===== config.mk =====
export PLATFORM = sky130hd
export DESIGN_NAME = mc_reporter_flat
export DESIGN_NICKNAME = d
export VERILOG_FILES = /design/src/rtl/mc_reporter_if.sv /design/src/rtl/mc_reporter.sv /design/src/flat_wrapper.sv
export SDC_FILE = /design/constraint.sdc
export NUM_CORES = 1
export LEC_CHECK = 0
export BUFFER_PORTS_ARGS = -buffer_cell sky130_fd_sc_hd__buf_2
export CORE_UTILIZATION = 40
export DETAILED_ROUTE_END_ITERATION = 7
export PLACE_DENSITY = 0.66
export SLEW_MARGIN = 20
export SYNTH_ARGS = -nofsm -noshare
export SYNTH_HDL_FRONTEND = slang
export SYNTH_SLANG_ARGS = --single-unit

===== constraint.sdc =====
create_clock -name clk -period 2.5 [get_ports clk]
set_clock_uncertainty 0.05 [all_clocks]
set_input_delay 0.5 -clock clk [delete_from_list [all_inputs] [get_ports clk]]
set_output_delay 0.5 -clock clk [all_outputs]
set_load 0.005 [all_outputs]

===== src/rtl/mc_reporter_if.sv =====
// Engine-side bus between mc_reporter (master) and the Monte Carlo pi engine (slave).
interface mc_reporter_if;
  logic        mc_rst;
  logic [31:0] mc_points_num;
  logic        mc_finish;
  logic [31:0] mc_pi_yes;
  logic [31:0] mc_pi_no;
  logic [31:0] mc_count;
  logic        mc_rng_exhaust;

  modport master (
    output mc_rst, mc_points_num,
    input  mc_finish, mc_pi_yes, mc_pi_no, mc_count, mc_rng_exhaust
  );

  modport slave (
    input  mc_rst, mc_points_num,
    output mc_finish, mc_pi_yes, mc_pi_no, mc_count, mc_rng_exhaust
  );
endinterface


===== src/rtl/mc_reporter.sv =====
// Launches one Monte Carlo engine run, snapshots its results and sends them as an 8N1 UART frame.
// Define MC_REPORTER_CHECKSUM_EN to append an XOR checksum byte (15-byte frame instead of 14).
module mc_reporter #(
  parameter int unsigned CLK_DIV    = 868,
  parameter int unsigned RST_CYCLES = 4
) (
  input  logic          clk,
  input  logic          rst,
  input  logic          start,
  input  logic [31:0]   points_num,
  mc_reporter_if.master eng,
  output logic          tx,
  output logic          busy,
  output logic          done
);

`ifdef MC_REPORTER_CHECKSUM_EN
  localparam int unsigned FRAME_BYTES = 15;
`else
  localparam int unsigned FRAME_BYTES = 14;
`endif

  localparam int unsigned DIV_W = $clog2(CLK_DIV);
  localparam int unsigned RST_W = $clog2(RST_CYCLES);
  localparam logic [DIV_W-1:0] DIV_LAST = DIV_W'(CLK_DIV - 1);
  localparam logic [RST_W-1:0] RST_LAST = RST_W'(RST_CYCLES - 1);
  localparam logic [3:0]       END_IDX  = 4'(FRAME_BYTES);

  typedef enum logic [2:0] {IDLE, ENG_RST, RUN, SEND, DONE} state_t;

  state_t           state;
  logic [RST_W-1:0] rst_cnt;
  logic [DIV_W-1:0] div_cnt;
  logic [3:0]       bit_idx;
  logic [3:0]       byte_idx;
  logic             mc_rst_q;
  logic [31:0]      points_q;
  logic [31:0]      snap_yes;
  logic [31:0]      snap_no;
  logic [31:0]      snap_count;
  logic             snap_exhaust;
  logic [7:0]       cur_byte;
  logic [2:0]       data_sel;
  logic             tx_bit;

  assign eng.mc_rst        = mc_rst_q;
  assign eng.mc_points_num = points_q;

`ifdef MC_REPORTER_CHECKSUM_EN
  logic [31:0] fold_w;
  logic [7:0]  checksum;

  // XOR of all payload bytes equals the byte-fold of the XOR of the three words.
  always_comb begin
    fold_w   = snap_yes ^ snap_no ^ snap_count;
    checksum = {7'b0, snap_exhaust} ^ fold_w[31:24] ^ fold_w[23:16]
             ^ fold_w[15:8] ^ fold_w[7:0];
  end
`endif

  always_comb begin
    cur_byte = 8'hFF;
    case (byte_idx)
      4'd0:  cur_byte = 8'hA5;
      4'd1:  cur_byte = {7'b0, snap_exhaust};
      4'd2:  cur_byte = snap_yes[31:24];
      4'd3:  cur_byte = snap_yes[23:16];
      4'd4:  cur_byte = snap_yes[15:8];
      4'd5:  cur_byte = snap_yes[7:0];
      4'd6:  cur_byte = snap_no[31:24];
      4'd7:  cur_byte = snap_no[23:16];
      4'd8:  cur_byte = snap_no[15:8];
      4'd9:  cur_byte = snap_no[7:0];
      4'd10: cur_byte = snap_count[31:24];
      4'd11: cur_byte = snap_count[23:16];
      4'd12: cur_byte = snap_count[15:8];
      4'd13: cur_byte = snap_count[7:0];
`ifdef MC_REPORTER_CHECKSUM_EN
      4'd14: cur_byte = checksum;
`endif
      default: cur_byte = 8'hFF;
    endcase
  end

  // bit_idx 0 is the start bit, 1..8 the data bits LSB first, 9 the stop bit.
  always_comb begin
    data_sel = 3'(bit_idx - 4'd1);
    if (bit_idx == 4'd0)
      tx_bit = 1'b0;
    else if (bit_idx == 4'd9)
      tx_bit = 1'b1;
    else
      tx_bit = cur_byte[data_sel];
  end

  always_ff @(posedge clk or negedge rst) begin
    if (!rst) begin
      state        <= IDLE;
      tx           <= 1'b1;
      busy         <= 1'b0;
      done         <= 1'b0;
      mc_rst_q     <= 1'b1;
      points_q     <= '0;
      rst_cnt      <= '0;
      div_cnt      <= '0;
      bit_idx      <= '0;
      byte_idx     <= '0;
      snap_yes     <= '0;
      snap_no      <= '0;
      snap_count   <= '0;
      snap_exhaust <= 1'b0;
    end else begin
      done <= 1'b0;
      case (state)
        IDLE: begin
          mc_rst_q <= 1'b1;
          tx       <= 1'b1;
          if (start) begin
            points_q <= points_num;
            busy     <= 1'b1;
            rst_cnt  <= '0;
            state    <= ENG_RST;
          end
        end
        ENG_RST: begin
          if (rst_cnt == RST_LAST) begin
            mc_rst_q <= 1'b0;
            state    <= RUN;
          end else begin
            rst_cnt <= rst_cnt + RST_W'(1);
          end
        end
        RUN: begin
          if (eng.mc_finish) begin
            snap_yes     <= eng.mc_pi_yes;
            snap_no      <= eng.mc_pi_no;
            snap_count   <= eng.mc_count;
            snap_exhaust <= eng.mc_rng_exhaust;
            div_cnt      <= '0;
            bit_idx      <= '0;
            byte_idx     <= '0;
            state        <= SEND;
          end
        end
        SEND: begin
          // tx is registered, so the frame ends one edge after the last stop-bit cycle is issued.
          if (byte_idx == END_IDX) begin
            tx       <= 1'b1;
            busy     <= 1'b0;
            done     <= 1'b1;
            mc_rst_q <= 1'b1;
            byte_idx <= '0;
            state    <= DONE;
          end else begin
            tx <= tx_bit;
            if (div_cnt == DIV_LAST) begin
              div_cnt <= '0;
              if (bit_idx == 4'd9) begin
                bit_idx  <= '0;
                byte_idx <= byte_idx + 4'd1;
              end else begin
                bit_idx <= bit_idx + 4'd1;
              end
            end else begin
              div_cnt <= div_cnt + DIV_W'(1);
            end
          end
        end
        DONE: begin
          state <= IDLE;
        end
        default: state <= IDLE;
      endcase
    end
  end

endmodule


===== src/flat_wrapper.sv =====
// flat-port wrapper written by rule: the top's interface ports become plain ports
module mc_reporter_flat 
#(
  parameter int unsigned CLK_DIV    = 868,
  parameter int unsigned RST_CYCLES = 4
)
  (clk, rst, start, points_num, tx, busy, done, eng_mc_rst, eng_mc_points_num, eng_mc_finish, eng_mc_pi_yes, eng_mc_pi_no, eng_mc_count, eng_mc_rng_exhaust);
  mc_reporter_if eng_i ();
  input  logic clk;
  input  logic rst;
  input  logic start;
  input  logic [31:0] points_num;
  output logic tx;
  output logic busy;
  output logic done;
  output wire logic [$bits(eng_i.mc_rst)-1:0] eng_mc_rst;
  output wire logic [$bits(eng_i.mc_points_num)-1:0] eng_mc_points_num;
  input wire logic [$bits(eng_i.mc_finish)-1:0] eng_mc_finish;
  input wire logic [$bits(eng_i.mc_pi_yes)-1:0] eng_mc_pi_yes;
  input wire logic [$bits(eng_i.mc_pi_no)-1:0] eng_mc_pi_no;
  input wire logic [$bits(eng_i.mc_count)-1:0] eng_mc_count;
  input wire logic [$bits(eng_i.mc_rng_exhaust)-1:0] eng_mc_rng_exhaust;
  assign eng_mc_rst = eng_i.mc_rst;
  assign eng_mc_points_num = eng_i.mc_points_num;
  assign eng_i.mc_finish = eng_mc_finish;
  assign eng_i.mc_pi_yes = eng_mc_pi_yes;
  assign eng_i.mc_pi_no = eng_mc_pi_no;
  assign eng_i.mc_count = eng_mc_count;
  assign eng_i.mc_rng_exhaust = eng_mc_rng_exhaust;
  mc_reporter #(.CLK_DIV(CLK_DIV), .RST_CYCLES(RST_CYCLES)) u_core (.clk(clk), .rst(rst), .start(start), .points_num(points_num), .eng(eng_i), .tx(tx), .busy(busy), .done(done));
endmodule

After elaboration in Yosys (flattened, before gate mapping)
Cells that the tools add are included.
Storage, ports and cells
  flip-flop bits (word level): 156
  bits of input ports: 133
  output and inout bits: 36
  logic and storage cells: 101
Operators by class
  add/subtract/negate cells: 5
  magnitude comparators: 1
  equality and inequality tests: 29
  multiplexer cells: 36
  reductions and logical operators: 16
Operators by type and width (count)
  case mux 8 bit (14 select lines): 1
  equality test 4 bit (second input constant): 8
  two-way mux 10 bit: 3
  two-way mux 4 bit: 7
  case mux 10 bit (2 select lines): 1
  equality test 4 x 3 -> 1 bit (second input constant): 4
  case mux 4 bit (2 select lines): 2
  two-way mux 3 bit: 4
  case mux 3 bit (4 select lines): 1
  AND reduction 3 bit: 4
  AND reduction 4 bit: 3
  adder 10 x 1 -> 10 bit (second input constant): 1
  equality test 10 bit (second input constant): 1
  two-way mux 1 bit: 10
  adder 4 x 1 -> 4 bit (second input constant): 2
  equality test 4 x 2 -> 1 bit (second input constant): 2
  zero test 4 bit: 2
  != test 2 bit (second input constant): 4
  equality test 3 x 2 -> 1 bit (second input constant): 2
  != test 2 x 1 -> 1 bit (second input constant): 3
  != test 3 x 1 -> 1 bit (second input constant): 2
  nonzero test 2 bit: 3
  equality test 4 x 1 -> 1 bit (second input constant): 1
  < comparator 3 x 4 -> 1 bit (second input constant): 1
  12 further kinds: 15

Logic depth before layout (Yosys ltp)
  depth in word-level cells: 8
  mapped depth: 9
  depth with buffers taken out: 8

Worst setup path after synthesis
Ideal clock, no wire load.
  path type: flip-flop to flip-flop
  start point: reg u_core.div_cnt[0]
  end point: reg u_core.bit_idx[3]
  setup time: 0.092 ns
  arrival time: 1.671 ns
  data required time: 2.358 ns
  path slack: 0.688 ns
  cell stages (with the launch flop): 8
  buffers on the path: 1
  period minus slack after synthesis: 1.812 ns
  path through: dfrtp_1 ha_1 nand2b_1 o41ai_2 buf_6 nand2_4 or2_4 o31ai_2
On the way
  longest elaborated chain between the ends: 3
Ends and longest elaborated chain
  start: declaration: line mc_reporter.sv:33  | logic [DIV_W-1:0] div_cnt;
  start signal: assignment: line mc_reporter.sv:165  | div_cnt <= div_cnt + DIV_W'(1);
  equality test 10 bit: line mc_reporter.sv:156  | if (div_cnt == DIV_LAST) begin
  != test 2 x 1 -> 1 bit (no source line)
  AND reduction 4 bit (no source line)
  end signal: assignment: line mc_reporter.sv:162  | bit_idx <= bit_idx + 4'd1;
  end: declaration: line mc_reporter.sv:34  | logic [3:0] bit_idx;
Every way passes these cells.
A chain may end at the register's enable or synchronous reset.

Worst setup path after layout
  start point: reg u_core.byte_idx[0]
  end point: reg u_core.tx
On the way
  longest elaborated chain between the ends: 8
  elaborated cells between the ends (all ways): 22
  those cells by class: eq/ne (14); mux (7); reduce/logical (1)
Ends and longest elaborated chain
  start: declaration: line mc_reporter.sv:35  | logic [3:0] byte_idx;
  start signal: assignment: line mc_reporter.sv:160  | byte_idx <= byte_idx + 4'd1;
  equality test 4 bit (tied with other cells): line mc_reporter.sv:63  | case (byte_idx)
  case mux 8 bit (14 select lines): line mc_reporter.sv:63
  binary-select mux 1 bit (select 3 bit): line mc_reporter.sv:93  | tx_bit = cur_byte[data_sel];
  two-way mux 1 bit (not written as such): line mc_reporter.sv:93
  two-way mux 1 bit: line mc_reporter.sv:90  | else if (bit_idx == 4'd9)
  two-way mux 1 bit: line mc_reporter.sv:88  | if (bit_idx == 4'd0)
  two-way mux 1 bit *: line mc_reporter.sv:147  | if (byte_idx == END_IDX) begin
  case mux 1 bit (2 select lines) *: line mc_reporter.sv:114  | case (state)
  end signal: assignment: line mc_reporter.sv:155  | tx <= tx_bit;
  end: declaration: line mc_reporter.sv:12  | output logic tx,
Mark *: on every way between the ends. The rest lies on a longest branch, timed or not. The select of a mux whose other input is x is not followed.

==> impl_metrics.yaml <==
worst_setup_path:
  reg2regPathDepth: 6
  worst-path-max-fanout: 15
  worstReg2RegEnd: "u_core.tx$_DFFE_PN1P_"
  crit_required_ps: 2780
  crit_type: "reg2reg"
  path_cells: "and2b_1 > a32o_1 > nor4_1 > a22oi_1 > a32oi_1 > a31oi_1"
  r2r_start: "u_core.byte_idx[0]$_DFFE_PN0P_"
  worst_ep_arrival_time_ps: 2570
  crit_path_max_incr_delay_ps: 690
  r2r_slack_ps: 210
  endpoint: "u_core.tx$_DFFE_PN1P_"
  crit_path_top_delay_cell: "dfrtp_1"
  startpoint_type: "flip-flop"
  end_kind: "flip-flop"
  startpoint: "u_core.byte_idx[0]$_DFFE_PN0P_"
drt:
  drtPass1Iterations: 5
  wl_per_cell_um: 18.73
  wl_um: 18710
  num_vias: 5390
  drc: 0
  first_iter_violations: 343
  ant_nets: 0
  met3_length_um: 704
  wl_met1_um: 8403
  viasPerCell: 5.395
  top_layer: "met4"
  wl_met2_um: 9358
synth:
  ys_async_sr_fraction: 1.000
  ys_ff_latch: 156
  ys_types: 66
  syn_nets: 721
  synth_area_um2: 7353
  avgSynthCellArea_um2: 12.61
  yosys_warnings: 0
  syn-instance-count: 583
  seq_area_frac_synth: 0.5312
  ys.flop_type: "dfrtp_1"
  synth-edff-count: 0
final_layout:
  nFillCells: 1583
  layout_common_cells: "buf_2, dfrtp_1, mux2_2"
  final_net_count: 897
  areaGrowthSynthToFinish_pct: 24.47
  final_util: 0.5095
  final_cells: 999
  final_layout_size_suffix_gt1_frac: 0.4468
  layout_commonest_cell: "buf_2"
  diodes: 0
clocking:
  postCtsHoldBufs: 0
  post_cts_resized: 0
  clk_pin_slew_worst_paths_ps: 60
  cts.sinks: 156
  cts_max_level: 4
  cts-root-buf: "clkbuf_16"
  cts_buffer_depth: 2
  post-cts-setup-buffers: 0
  clk_latency_ps: 420
  cts_tree: "done"
  cts_made_buffers: 17
timing:
  period_share: 0.9146
  tightest_slew_ps: 561.2
  report.final.slew_viol_count: 0
  post-route-min-period_ps: 2286
  hold_viol_final: 0
  fmax_ghz: 0.4374
  setup_viol_count_final: 0
  rsz0062_at_grt: "no"
  maxSlewHeadroom: 0.6259
  finalSetupTns_ps: 0
  fin_hold_ws_ps: 4.909
die:
  core_area_um2: 17960
  design.die.area_um2: 18930
  fp.dieH_um: 137.6
  initial_core_util: 0.4093
  die_w_um: 137.6
  rows: 49
  io-pin-count: 169
global_route:
  grt_overflow: 0
  grt_pass1_vias: 5580
  antenna_found_initial: 0
  grt_pass1_wl_um: 29840
  grt_use_total: 0.2100
  grt_max_degree: 58
placement:
  dp.cells: 969
  routabilityCongestion: 0.8777
  dp_hpwl_um: 14060
  placement.io_buffers: 168
outcome:
  status: "completed"
worst_hold_path:
  worst_hold_path_type: "in2async"
pwr:
  p_leak_uw: 0.004137
  ir_drop_uv: 587.1
  p_per_area_nw_per_um2: 1262
flow_run:
  maxCapViolCount: 0
-- registers in the layout (all words and copies together), names as in the netlist --
signal                    flops
u_core.bit_idx                4
u_core.busy                   1
u_core.byte_idx               4
u_core.div_cnt               10
u_core.done                   1
u_core.eng.mc_points_num     32
u_core.eng.mc_rst             1
u_core.rst_cnt                2
u_core.snap_count            32
u_core.snap_exhaust           1
u_core.snap_no               32
u_core.snap_yes              32
u_core.state                  3
u_core.tx                     1
-- through the flow --
| stage | total power [µW] | setup WS [ps] | instance area [µm²] |
|---|---|---|---|
| after floorplan | 7338 | 687.5 | 7353 |
| after global placement | 8720 | 343.2 | 8531 |
| after detailed placement | 8889 | 260.2 | 8531 |
| after CTS | 11630 | 259.3 | 9153 |
| after global routing | 12310 | 4.599 | 9153 |
| final | 11550 | 213.6 | 9153 |
-- layout make-up --
cell class	count	area, µm²	share of cell area
Clock buffer	19	452.9	0.04949
Timing Repair Buffer	195	1112	0.1215
Inverter	8	30.03	0.003281
Sequential cell	156	3906	0.4268
Multi-Input combinational cell	381	3196	0.3491
Clock inverter	11	168.9	0.01846
Tap cell	229	286.5	0.03131
-- critical path, delay by kind of cell (launching register included) --
family | cells | cell delay [ps]
compound gates | 4 | 810
flops | 1 | 690
simple gates | 2 | 640
-- per-layer routing --
layer	vias up	global-route usage
li1	2508	-
met1	2730	0.2828
met2	132	0.3386
met3	20	0.04415
met4	0	0.06288
met5	-	0
-- synth_stat cells, types with 3 or more instances --
library cell,count,area share
buf_2,24,0.016
a221oi_1,3,0.0036
mux2i_1,10,0.014
mux2_2,101,0.15
a21oi_1,14,0.0095
ha_1,5,0.0085
buf_6,5,0.0077
a32o_1,3,0.0041
o21ai_1,21,0.014
nand2b_1,15,0.013
nand3b_1,7,0.0071
nor4_1,5,0.0043
nor2_1,14,0.0071
nor3_1,4,0.0027
a22oi_1,4,0.0041
o31ai_1,8,0.0082
buf_4,6,0.0061
o21ai_0,14,0.0095
nand2_1,17,0.0087
a31oi_1,8,0.0068
dfrtp_1,154,0.52
a211oi_1,3,0.0031
nand4_1,3,0.0026
clkbuf_1,3,0.0015
mux2_1,34,0.052
a22o_1,5,0.0060
a32oi_1,6,0.0071
nand3_1,14,0.0095
o22ai_1,4,0.0034
inv_1,5,0.0026
nor2b_1,8,0.0068
and3_1,10,0.0085
-- worst min path at each step --
stage / endpoint / slack [ps] / depth (start not counted)
floorplan: u_core.bit_idx[0]$_DFFE_PN0P_ / 150 / 0
global placement: u_core.eng.mc_points_num[30]$_DFFE_PN0P_ / 410 / 1
detailed placement: u_core.eng.mc_points_num[7]$_DFFE_PN0P_ / 420 / 1
CTS: u_core.snap_yes[18]$_DFFE_PN0P_ / 20 / 1
global route: u_core.snap_yes[18]$_DFFE_PN0P_ / 40 / 1
finish: u_core.snap_yes[18]$_DFFE_PN0P_ / 5 / 1
-- logic make-up after synthesis --
| kind of cell | share of synthesized area |
|---|---|
| DFF | 0.5312 |
| muxes | 0.2265 |
| and+or+nand+nor | 0.09325 |
| AOI/OAI and AO/OA | 0.1036 |
| buffers and inverters | 0.03573 |
| adders and majority gates | 0.008508 |
| xor gates and xnor gates | 0.001191 |
-- power breakdown --
part / internal (µW) / switching [µW] / total [µW]
Sequential: 3730 / 895 / 4630
Clock: 1710 / 1000 / 2710
Combinational: 2190 / 2020 / 4210
(Power assumes the default switching activity.)
